File: src/rtl/display_sched_pkg.sv
// Shared types and helpers for the display source scheduler.
package display_sched_pkg;

  typedef enum logic {MODE_MANUAL, MODE_AUTO} sched_mode_t;

  // Wraps explicitly so non-power-of-two source counts never reach num_src.
  function automatic int unsigned next_sel(int unsigned sel, int unsigned num_src);
    return (sel == num_src - 1) ? 0 : sel + 1;
  endfunction

endpackage

File: src/rtl/display_source_scheduler_if.sv
// Button pulses, per-source digit inputs and selected display outputs of the scheduler.
interface display_source_scheduler_if #(
  parameter int unsigned NUM_SRC      = 4,
  parameter int unsigned NUM_SEGMENTS = 4,
  parameter int unsigned SEL_W        = (NUM_SRC > 2) ? $clog2(NUM_SRC) : 1
);

  logic                         next_btn;
  logic                         mode_btn;
  logic [NUM_SEGMENTS-1:0][3:0] src_encoded     [NUM_SRC];
  logic [NUM_SEGMENTS-1:0]      src_digit_point [NUM_SRC];
  logic [NUM_SEGMENTS-1:0][3:0] encoded;
  logic [NUM_SEGMENTS-1:0]      digit_point;
  logic [SEL_W-1:0]             sel;
  logic                         auto_mode;
  logic                         sel_changed;

  modport master (
    output next_btn, mode_btn, src_encoded, src_digit_point,
    input  encoded, digit_point, sel, auto_mode, sel_changed
  );

  modport slave (
    input  next_btn, mode_btn, src_encoded, src_digit_point,
    output encoded, digit_point, sel, auto_mode, sel_changed
  );

endinterface

File: src/rtl/dwell_timer.sv
// Counts enabled cycles and flags the last cycle of each DWELL_CYCLES-long dwell.
module dwell_timer #(
  parameter int unsigned DWELL_CYCLES = 8
) (
  input  logic clk,
  input  logic reset,
  input  logic enable,
  input  logic clear,
  output logic expire
);

  localparam int unsigned CntW = (DWELL_CYCLES > 1) ? $clog2(DWELL_CYCLES) : 1;
  localparam logic [CntW-1:0] Last = CntW'(DWELL_CYCLES - 1);

  logic [CntW-1:0] count_q, count_d;

  assign expire = enable && (count_q == Last);

  // Expiry reloads to zero so every dwell is exactly DWELL_CYCLES long.
  always_comb begin
    count_d = count_q + 1'b1;
    if (clear || expire || !enable) count_d = '0;
  end

  always_ff @(posedge clk or posedge reset) begin
    if (reset) count_q <= '0;
    else       count_q <= count_d;
  end

endmodule

File: src/rtl/display_source_scheduler.sv
// Picks one of NUM_SRC counter sources for the shared seven-segment display,
// stepped by a button (MANUAL) or rotated after a fixed dwell (AUTO).
module display_source_scheduler
  import display_sched_pkg::*;
#(
  parameter int unsigned NUM_SRC      = 4,
  parameter int unsigned NUM_SEGMENTS = 4,
  parameter int unsigned CLK_PER      = 10,
  parameter int unsigned DWELL_MS     = 2000,
  parameter int unsigned DWELL_CYCLES = DWELL_MS * 1_000_000 / CLK_PER,
  parameter int unsigned SEL_W        = (NUM_SRC > 2) ? $clog2(NUM_SRC) : 1
) (
  input logic                        clk,
  input logic                        reset,
  display_source_scheduler_if.slave  bus
);

  sched_mode_t                  mode_q, mode_d;
  logic [SEL_W-1:0]             sel_q, sel_d;
  logic                         advance;
  logic                         expire;
  logic                         adv_q;
  logic                         sel_changed_q;
  logic [NUM_SEGMENTS-1:0][3:0] encoded_q;
  logic [NUM_SEGMENTS-1:0]      dp_q;

  dwell_timer #(
    .DWELL_CYCLES(DWELL_CYCLES)
  ) u_dwell_timer (
    .clk   (clk),
    .reset (reset),
    .enable(mode_q == MODE_AUTO),
    .clear (advance || bus.mode_btn || (mode_q == MODE_MANUAL)),
    .expire(expire)
  );

  // A button press and a dwell expiry in the same cycle merge into one advance.
  always_comb begin
    mode_d  = mode_q;
    sel_d   = sel_q;
    advance = bus.next_btn || expire;
    if (bus.mode_btn) mode_d = (mode_q == MODE_AUTO) ? MODE_MANUAL : MODE_AUTO;
    if (advance) sel_d = SEL_W'(next_sel(32'(sel_q), NUM_SRC));
  end

  always_ff @(posedge clk or posedge reset) begin
    if (reset) begin
      mode_q        <= MODE_MANUAL;
      sel_q         <= '0;
      adv_q         <= 1'b0;
      sel_changed_q <= 1'b0;
      encoded_q     <= '0;
      dp_q          <= '0;
    end else begin
      mode_q        <= mode_d;
      sel_q         <= sel_d;
      adv_q         <= advance;
      // Delayed a second cycle so it lines up with the mux output switching.
      sel_changed_q <= adv_q;
      encoded_q     <= bus.src_encoded[sel_q];
      dp_q          <= bus.src_digit_point[sel_q];
    end
  end

  assign bus.encoded     = encoded_q;
  assign bus.digit_point = dp_q;
  assign bus.sel         = sel_q;
  assign bus.auto_mode   = (mode_q == MODE_AUTO);
  assign bus.sel_changed = sel_changed_q;

endmodule

File: src/flat_wrapper.sv
// flat-port wrapper written by rule: the top's interface ports become plain ports
module display_source_scheduler_flat import display_sched_pkg::*;
#(
  parameter int unsigned NUM_SRC      = 4,
  parameter int unsigned NUM_SEGMENTS = 4,
  parameter int unsigned CLK_PER      = 10,
  parameter int unsigned DWELL_MS     = 2000,
  parameter int unsigned DWELL_CYCLES = DWELL_MS * 1_000_000 / CLK_PER,
  parameter int unsigned SEL_W        = (NUM_SRC > 2) ? $clog2(NUM_SRC) : 1
)
  (clk, reset, bus_next_btn, bus_mode_btn, bus_src_encoded, bus_src_digit_point, bus_encoded, bus_digit_point, bus_sel, bus_auto_mode, bus_sel_changed);
  display_source_scheduler_if #(.NUM_SRC(NUM_SRC), .NUM_SEGMENTS(NUM_SEGMENTS), .SEL_W(SEL_W)) bus_i ();
  input logic clk;
  input logic reset;
  input wire logic [$bits(bus_i.next_btn)-1:0] bus_next_btn;
  input wire logic [$bits(bus_i.mode_btn)-1:0] bus_mode_btn;
  input wire logic [$bits(bus_i.src_encoded)-1:0] bus_src_encoded;
  input wire logic [$bits(bus_i.src_digit_point)-1:0] bus_src_digit_point;
  output wire logic [$bits(bus_i.encoded)-1:0] bus_encoded;
  output wire logic [$bits(bus_i.digit_point)-1:0] bus_digit_point;
  output wire logic [$bits(bus_i.sel)-1:0] bus_sel;
  output wire logic [$bits(bus_i.auto_mode)-1:0] bus_auto_mode;
  output wire logic [$bits(bus_i.sel_changed)-1:0] bus_sel_changed;
  assign bus_i.next_btn = bus_next_btn;
  assign bus_i.mode_btn = bus_mode_btn;
  assign bus_i.src_encoded = {>>{bus_src_encoded}};
  assign bus_i.src_digit_point = {>>{bus_src_digit_point}};
  assign bus_encoded = bus_i.encoded;
  assign bus_digit_point = bus_i.digit_point;
  assign bus_sel = bus_i.sel;
  assign bus_auto_mode = bus_i.auto_mode;
  assign bus_sel_changed = bus_i.sel_changed;
  display_source_scheduler #(.NUM_SRC(NUM_SRC), .NUM_SEGMENTS(NUM_SEGMENTS), .CLK_PER(CLK_PER), .DWELL_MS(DWELL_MS), .DWELL_CYCLES(DWELL_CYCLES), .SEL_W(SEL_W)) u_core (.clk(clk), .reset(reset), .bus(bus_i));
endmodule
File: config.mk
export PLATFORM = sky130hd
export DESIGN_NAME = display_source_scheduler_flat
export DESIGN_NICKNAME = d
export VERILOG_FILES = /design/src/rtl/display_sched_pkg.sv /design/src/rtl/display_source_scheduler_if.sv /design/src/rtl/dwell_timer.sv /design/src/rtl/display_source_scheduler.sv /design/src/flat_wrapper.sv
export SDC_FILE = /design/constraint.sdc
export NUM_CORES = 1
export LEC_CHECK = 0
export BUFFER_PORTS_ARGS = -buffer_cell sky130_fd_sc_hd__buf_2
export CORE_ASPECT_RATIO = 1.4
export CORE_MARGIN = 1
export CORE_UTILIZATION = 48
export DETAILED_ROUTE_END_ITERATION = 16
export PLACE_DENSITY_LB_ADDON = 0.08
export REMOVE_ABC_BUFFERS = 1
export SLEW_MARGIN = 10
export SYNTH_ARGS = -nofsm -noshare
export SYNTH_HDL_FRONTEND = slang
export SYNTH_SLANG_ARGS = --single-unit
File: constraint.sdc
create_clock -name clk -period 2.5 [get_ports clk]
set_input_delay 0.25 -clock clk [delete_from_list [all_inputs] [get_ports clk]]
set_output_delay 0.25 -clock clk [all_outputs]
set_load 0.1 [all_outputs]
==> metrics.yaml, run 1 <==
grt:
  overflow: 0
  grt_pass1_wl_um: 10300
  grt_max_degree: 36
  grt_antenna_before_repair: 0
  grt_pass1_vias: 2297
  grt_usage_pct: 22.7
critical_path:
  path_max_fanout: 18
  crit_path_end_kind: "primary output"
  critical_path.startpoint_type: "flop"
  crit_family: "flip-flops"
  worstPathRequired_ns: 2.25
  critPathSlowestCell: "dfrtp_1"
  crit_buf_inv: 1
  cp_cell_sequence: "buf_2"
  critPathArrivalTime_ns: 1.79
  cp_slowest_stage_delay_ns: 0.93
  worstSetupPathType: "reg -> out"
synth:
  ys.flop_type: "dfrtp_1"
  netlist_area_sq_um: 2670
  ys_seq_area_share_pct: 49.8
  ys_types: 32
  synth_seq_cells: 53
  synth.top_cell.area_share_pct: 49.8
  ys_async_sr_fraction_pct: 100
  synth_area_leader_cell: "dfrtp_1"
  ys_top_cells_by_area: "dfrtp_1, mux4_2, or4_1, o31ai_1, a21oi_1"
  synth-edff-count: 0
  yosysWarningCount: 0
  syn_area_per_cell_sq_um: 12.3
  netlist_instances: 216
floorplanning:
  dieArea_sq_um: 5860
  initial_utilization_pct: 50.5
  die-height_um: 90.2
  die_w_um: 65.0
  fp.coreArea_sq_um: 5280
  rows: 31
  io_pins: 108
sta:
  min_period_over_period_pct: 81.7
  max_freq_ghz: 0.490
  fin_skew_ns: 0.00330
  final.setup.tns_ns: 0
  hold_viol: 0
  slew_headroom_pct: 41.3
  period_needed_ns: 2.04
  maxSlewViolCount: 0
  setup_violations: 0
  grt_setup_unrepaired: "false"
  hold_ws_ns: 0.136
  worst_slew_pin_slew_ns: 0.880
final_layout:
  layout.nets: 410
  n_fill_cell: 435
  antenna_cells: 0
  multiInputGateArea_sq_um: 1260
  register_area_sq_um: 1330
  drive_above_1_share_pct: 45.1
  syn2layout_area_growth_pct: 27.3
drt:
  wire_per_inst_um: 15.5
  drc: 0
  ant_nets: 0
  drt_iter0_markers: 116
  vias_per_cell: 5.66
  num_vias: 2208
  drt-pass1-iter-count: 4
  wirelength_um: 6060
clocking:
  cts_buffer_depth: 2
  clkTransAtPathRegs_ns: 0.09
  root_buffer: "clkbuf_8"
  numCtsBuffers: 5
  post_cts_resized: 0
  cts_tree: "done"
  cts_max_level: 2
  clk_latency_ns: 0.30
  clkSinkCount: 53
pwr:
  power.density_nw_per_um2: 1180
  cellLeakagePower_nw: 1.49
  vdd_drop_max_v: 0.000972
min_path:
  min_path_type: "in -> reg"
outcome:
  status: "complete, no violations"
placement:
  gp_congestion: 0.791
  io_buffers: 107
  dp_hpwl_um: 4640
flow_run:
  maxCapViolations: 0
## cell usage after synthesis, types with 2 or more instances
| master | number |
|---|---|
| nand2_1 | 10 |
| nor2_1 | 16 |
| clkbuf_1 | 8 |
| and4_1 | 3 |
| nand4_2 | 2 |
| buf_4 | 3 |
| or4_1 | 16 |
| nor3_1 | 2 |
| buf_2 | 2 |
| ha_1 | 2 |
| xnor2_1 | 5 |
| nand4_1 | 7 |
| and3_1 | 2 |
| mux4_2 | 20 |
| o31ai_1 | 13 |
| o21ai_0 | 2 |
| xor2_1 | 7 |
| inv_1 | 5 |
| mux2_2 | 2 |
| dfrtp_1 | 53 |
| a21oi_1 | 15 |
| and2_1 | 3 |
| or3_1 | 2 |
| nand3_1 | 8 |
## cell usage in the layout (no fill, tap or decap), drive strengths merged, types with 3 or more instances in the layout
master	instances
or4	16
nand3	8
mux4	20
a21oi	15
nand2	10
xor2	7
nand4	9
o31ai	13
nor2	16
dfrtp	53
buf	113
and4	3
clkbuf	5
and2	3
inv	5
xnor2	5
## power breakdown
part	switching, mW	total (mW)	internal (mW)	leakage, nW
Combinational	1.71	2.23	0.521	0.749
Clock	0.261	0.553	0.291	0.0540
Sequential	0.158	1.21	1.05	0.683
Total	2.13	3.99	1.86	1.49
## repair_timing
action | in CTS | in global routing
hold buffers | 1 | 0
endpoints found under the hold margin | 18 | 0
setup buffers | 0 | 0
## metal layers
layer	vias to the layer above	share of wire [%]	wire length (um)	global-route usage (%)
li1	1041	-	-	-
met1	1085	37	2250	25.5
met2	76	56	3390	41.0
met3	6	5.8	349	5.20
met4	0	1.1	65	7.59
met5	-	0	0	0
## registers in the layout, summed over array words and instances, names as in the netlist
signal and count:
u_core.u_dwell_timer.count_q 28, u_core.bus.digit_point 4, u_core.bus.sel 2, u_core.adv_q 1, u_core.bus.sel_changed 1, u_core.bus.encoded 16, u_core.bus.auto_mode 1
## metrics by stage
step	setup WS, ns	area [sq um]	util (%)	cells	total power [mW]
6_report	0.457	3390	64.3	390	3.99
5_1_grt	0.287	3390	64.3	390	4.16
4_1_cts	0.381	3390	64.3	390	4.03
3_5_place_dp	0.538	3280	62.1	382	3.47
3_3_place_gp	0.573	3280	62.1	382	3.45
2_1_floorplan	0.0719	2600	-	203	3.08
## kinds of logic after synthesis
family / share of synthesized area [%]
AO/OA/AOI/OAI: 7.46
XOR/XNOR: 3.94
adder cells (fa/ha/maj): 0.939
buffers and inverters: 3.05
flip-flops: 49.8
multiplexers: 17.7
AND/OR/NAND/NOR: 17.1
## worst paths after layout
check / start / end / slack (ns) / cells after the start
max in group asynchronous: reset / u_core.u_dwell_timer.count_q[4]$_DFF_PP0_ / 1.46 / 4
worst max register to register: u_core.u_dwell_timer.count_q[12]$_DFF_PP0_ / u_core.u_dwell_timer.count_q[5]$_DFF_PP0_ / 0.51 / 5
worst max-delay path: u_core.bus.sel[0]$_DFFE_PP0P_ / bus_sel[0] / 0.46 / 1
worst min-delay path: bus_mode_btn / u_core.bus.auto_mode$_DFFE_PP0P_ / 0.14 / 2
min in group asynchronous: reset / u_core.bus.encoded[4]$_DFF_PP0_ / 0.51 / 3
worst min register to register: u_core.adv_q$_DFF_PP0_ / u_core.bus.sel_changed$_DFF_PP0_ / 0.37 / 0
## area by class of cell
cell class	instances	area share, %
Clock buffer	5	2.03
Clock inverter	2	1.03
Inverter	5	0.553
Multi-Input combinational cell	145	37.1
Sequential cell	53	39.1
Tap cell	66	2.43
Timing Repair Buffer	114	17.8
Power figures use the tool's default switching activity.
==> inputs of run 2 (changes only) <==
- CORE_UTILIZATION: 48 -> 44
- clock period: 2.5 -> 1.7 ns (I/O delays scaled with it)
==> run 2 against run 1 <==
Compared with the run above:
- the run now ends with setup timing left
- die area rose by 8.8%
- worst hold slack got worse by 0.090 ns
- core utilization rose by 1.6 points
- total power rose by 53%
- cell area rose by 14%
- clock power rose by 55%
- via count rose by 7.8%
- global-route usage fell by 0.90 points
- combinational power rose by 60%
- largest power group unchanged
==> metrics.yaml, run 2 (same netlist as run 1, synthesis figures left out) <==
sta:
  grt_setup_unrepaired: "true"
  final.setup.worst_slack_ns: -0.193
  worst_slew_pin_slew_ns: 0.506
  hold_viol: 0
  max_freq_ghz: 0.528
  min_period_over_period_pct: 111
  fin_skew_ns: 0.0105
  maxSlewViolCount: 0
  setup_violations: 31
  slew_headroom_pct: 66.5
  period_needed_ns: 1.89
min_path:
  min_path_type: "in -> reg"
  hold_depth: 2
  holdPathEnd: "u_core.bus.auto_mode$_DFFE_PP0P_"
  worstHoldStart: "bus_mode_btn"
floorplanning:
  die-height_um: 94.1
  fp.coreArea_sq_um: 5860
  io_pins: 108
  initial_utilization_pct: 45.5
  die_w_um: 67.8
  dieArea_sq_um: 6380
  rows: 33
final_layout:
  final_common_cell: "buf_2"
  most-common-layout-cells: "buf_2, dfrtp_1, buf_4"
  syn2layout_area_growth_pct: 44.9
  layout.nets: 445
  antenna_cells: 0
  drive_above_1_share_pct: 58.3
  top_register: "u_core.u_dwell_timer.count_q"
  largest_reg_flops: 28
  fin_area_sq_um: 3860
grt:
  grt_antenna_before_repair: 0
  grt_pass1_wl_um: 10400
  grt_usage_pct: 21.8
  grt_max_degree: 34
  grt_pass1_vias: 2312
  overflow: 0
clocking:
  clkSinkCount: 53
  numCtsBuffers: 5
  cts_buffer_depth: 2
  cts_tree: "done"
  cts_max_level: 2
  clk_latency_ns: 0.30
  clkTransAtPathRegs_ns: 0.09
  root_buffer: "clkbuf_8"
placement:
  io_buffers: 107
  dp_hpwl_um: 4860
  gp_congestion: 0.772
  placed_area_sq_um: 3560
  dp_slack_ns: -0.138
critical_path:
  reg2reg_slack_ns: -0.19
  worstSetupPathType: "reg -> reg"
  critPathSlowestCell: "or4_4"
  path_max_fanout: 7
  r2r_cells: 5
  cp_slowest_stage_delay_ns: 0.55
  critPathArrivalTime_ns: 2.08
  worstReg2RegEnd: "u_core.u_dwell_timer.count_q[20]$_DFF_PP0_"
  r2r-start: "u_core.u_dwell_timer.count_q[18]$_DFF_PP0_"
  cp_cell_sequence: "or4_4 -> nor4_4 -> a311o_2 -> buf_6 -> a21oi_2"
  crit_path_end_kind: "flop"
  worstPathRequired_ns: 1.89
  critical_path.startpoint_type: "flop"
flow_run:
  maxCapViolations: 0
outcome:
  status: "finished with violations"
  violations: "setup timing"
drt:
  drt-pass1-iter-count: 4
  vias_per_cell: 5.54
  drc: 0
  wire_per_inst_um: 15.1
  drt_iter0_markers: 119
  ant_nets: 0
  wirelength_um: 6500
  num_vias: 2381
pwr:
  cellLeakagePower_nw: 1.70
  vdd_drop_max_v: 0.00120
  total_power_mw: 6.09
  power.density_nw_per_um2: 1580
[run 2: cell count changes in the layout (fill, tap and decap cells not counted), moves of 2 or more]
cell and delta:
nor2_2 +11, nor2_1 -12, buf_2 -2, buf_4 +27
buf_6 +6, a21oi_1 -13, a21oi_2 +13, buf_12 +4
[run 2: where the power goes]
part | internal [mW] | total, mW | leakage (nW) | switching [mW]
Combinational | 0.907 | 3.57 | 0.961 | 2.66
Sequential | 1.54 | 1.66 | 0.683 | 0.117
Clock | 0.443 | 0.859 | 0.0554 | 0.416
Total | 2.89 | 6.09 | 1.70 | 3.20
[run 2: through the flow]
stage	instances	utilization [%]	setup TNS [ns]	hold WS (ns)
floorplan	203	-	-29.74	0.257
global placement	416	60.8	-2.21	0.0674
detailed placement	416	60.8	-3.46	0.0652
CTS	427	63.9	-3.75	0.0399
global route	430	65.9	-7.09	0.0392
finish	430	65.9	-5.30	0.0462
[run 2: final cells by class]
type	count	area [sq um]
tap	70	87.6
clock buffer	6	72.6
fill	478	2000
timing repair buffer	149	943
clock inverter	2	38.8
inverter	5	18.8
multi-input combinational	145	1370
sequential	53	1330
[run 2: routing by layer]
| metal | global-route usage (%) | routed length (um) |
|---|---|---|
| met1 | 25.8 | 2490 |
| met2 | 38.6 | 3540 |
| met3 | 4.61 | 365 |
| met4 | 6.42 | 108 |
| met5 | 0 | 0 |
[run 2: worst max-delay path, delay by kind of cell, from the launching register on]
kind                   cells  cell delay [ns]
buffers and inverters      1             0.17
DFF                        1             0.40
AOI/OAI and AO/OA          2             0.36
and+or+nand+nor            2             0.85
[run 2: repair_timing]
action,4_1_cts,5_1_grt
resized for setup,14,26
gates cloned,2,0
endpoints found under the setup margin,30,31
pin swaps,7,4
setup buffers,0,3
endpoints found under the hold margin,37,0
hold buffers,1,0
[run 2: how the worst max path moves through the flow]
| stage | depth (start not counted) | startpoint | to |
|---|---|---|---|
| after floorplan | 2 | u_core.bus.sel[0]$_DFFE_PP0P_ | u_core.bus.sel[1]$_DFFE_PP0P_ |
| after global placement | 5 | u_core.u_dwell_timer.count_q[12]$_DFF_PP0_ | u_core.u_dwell_timer.count_q[2]$_DFF_PP0_ |
| after detailed placement | 5 | u_core.u_dwell_timer.count_q[12]$_DFF_PP0_ | u_core.u_dwell_timer.count_q[2]$_DFF_PP0_ |
| after CTS | 5 | u_core.u_dwell_timer.count_q[18]$_DFF_PP0_ | u_core.u_dwell_timer.count_q[20]$_DFF_PP0_ |
| after global routing | 5 | u_core.u_dwell_timer.count_q[18]$_DFF_PP0_ | u_core.bus.sel[1]$_DFFE_PP0P_ |
| final | 5 | u_core.u_dwell_timer.count_q[18]$_DFF_PP0_ | u_core.u_dwell_timer.count_q[20]$_DFF_PP0_ |
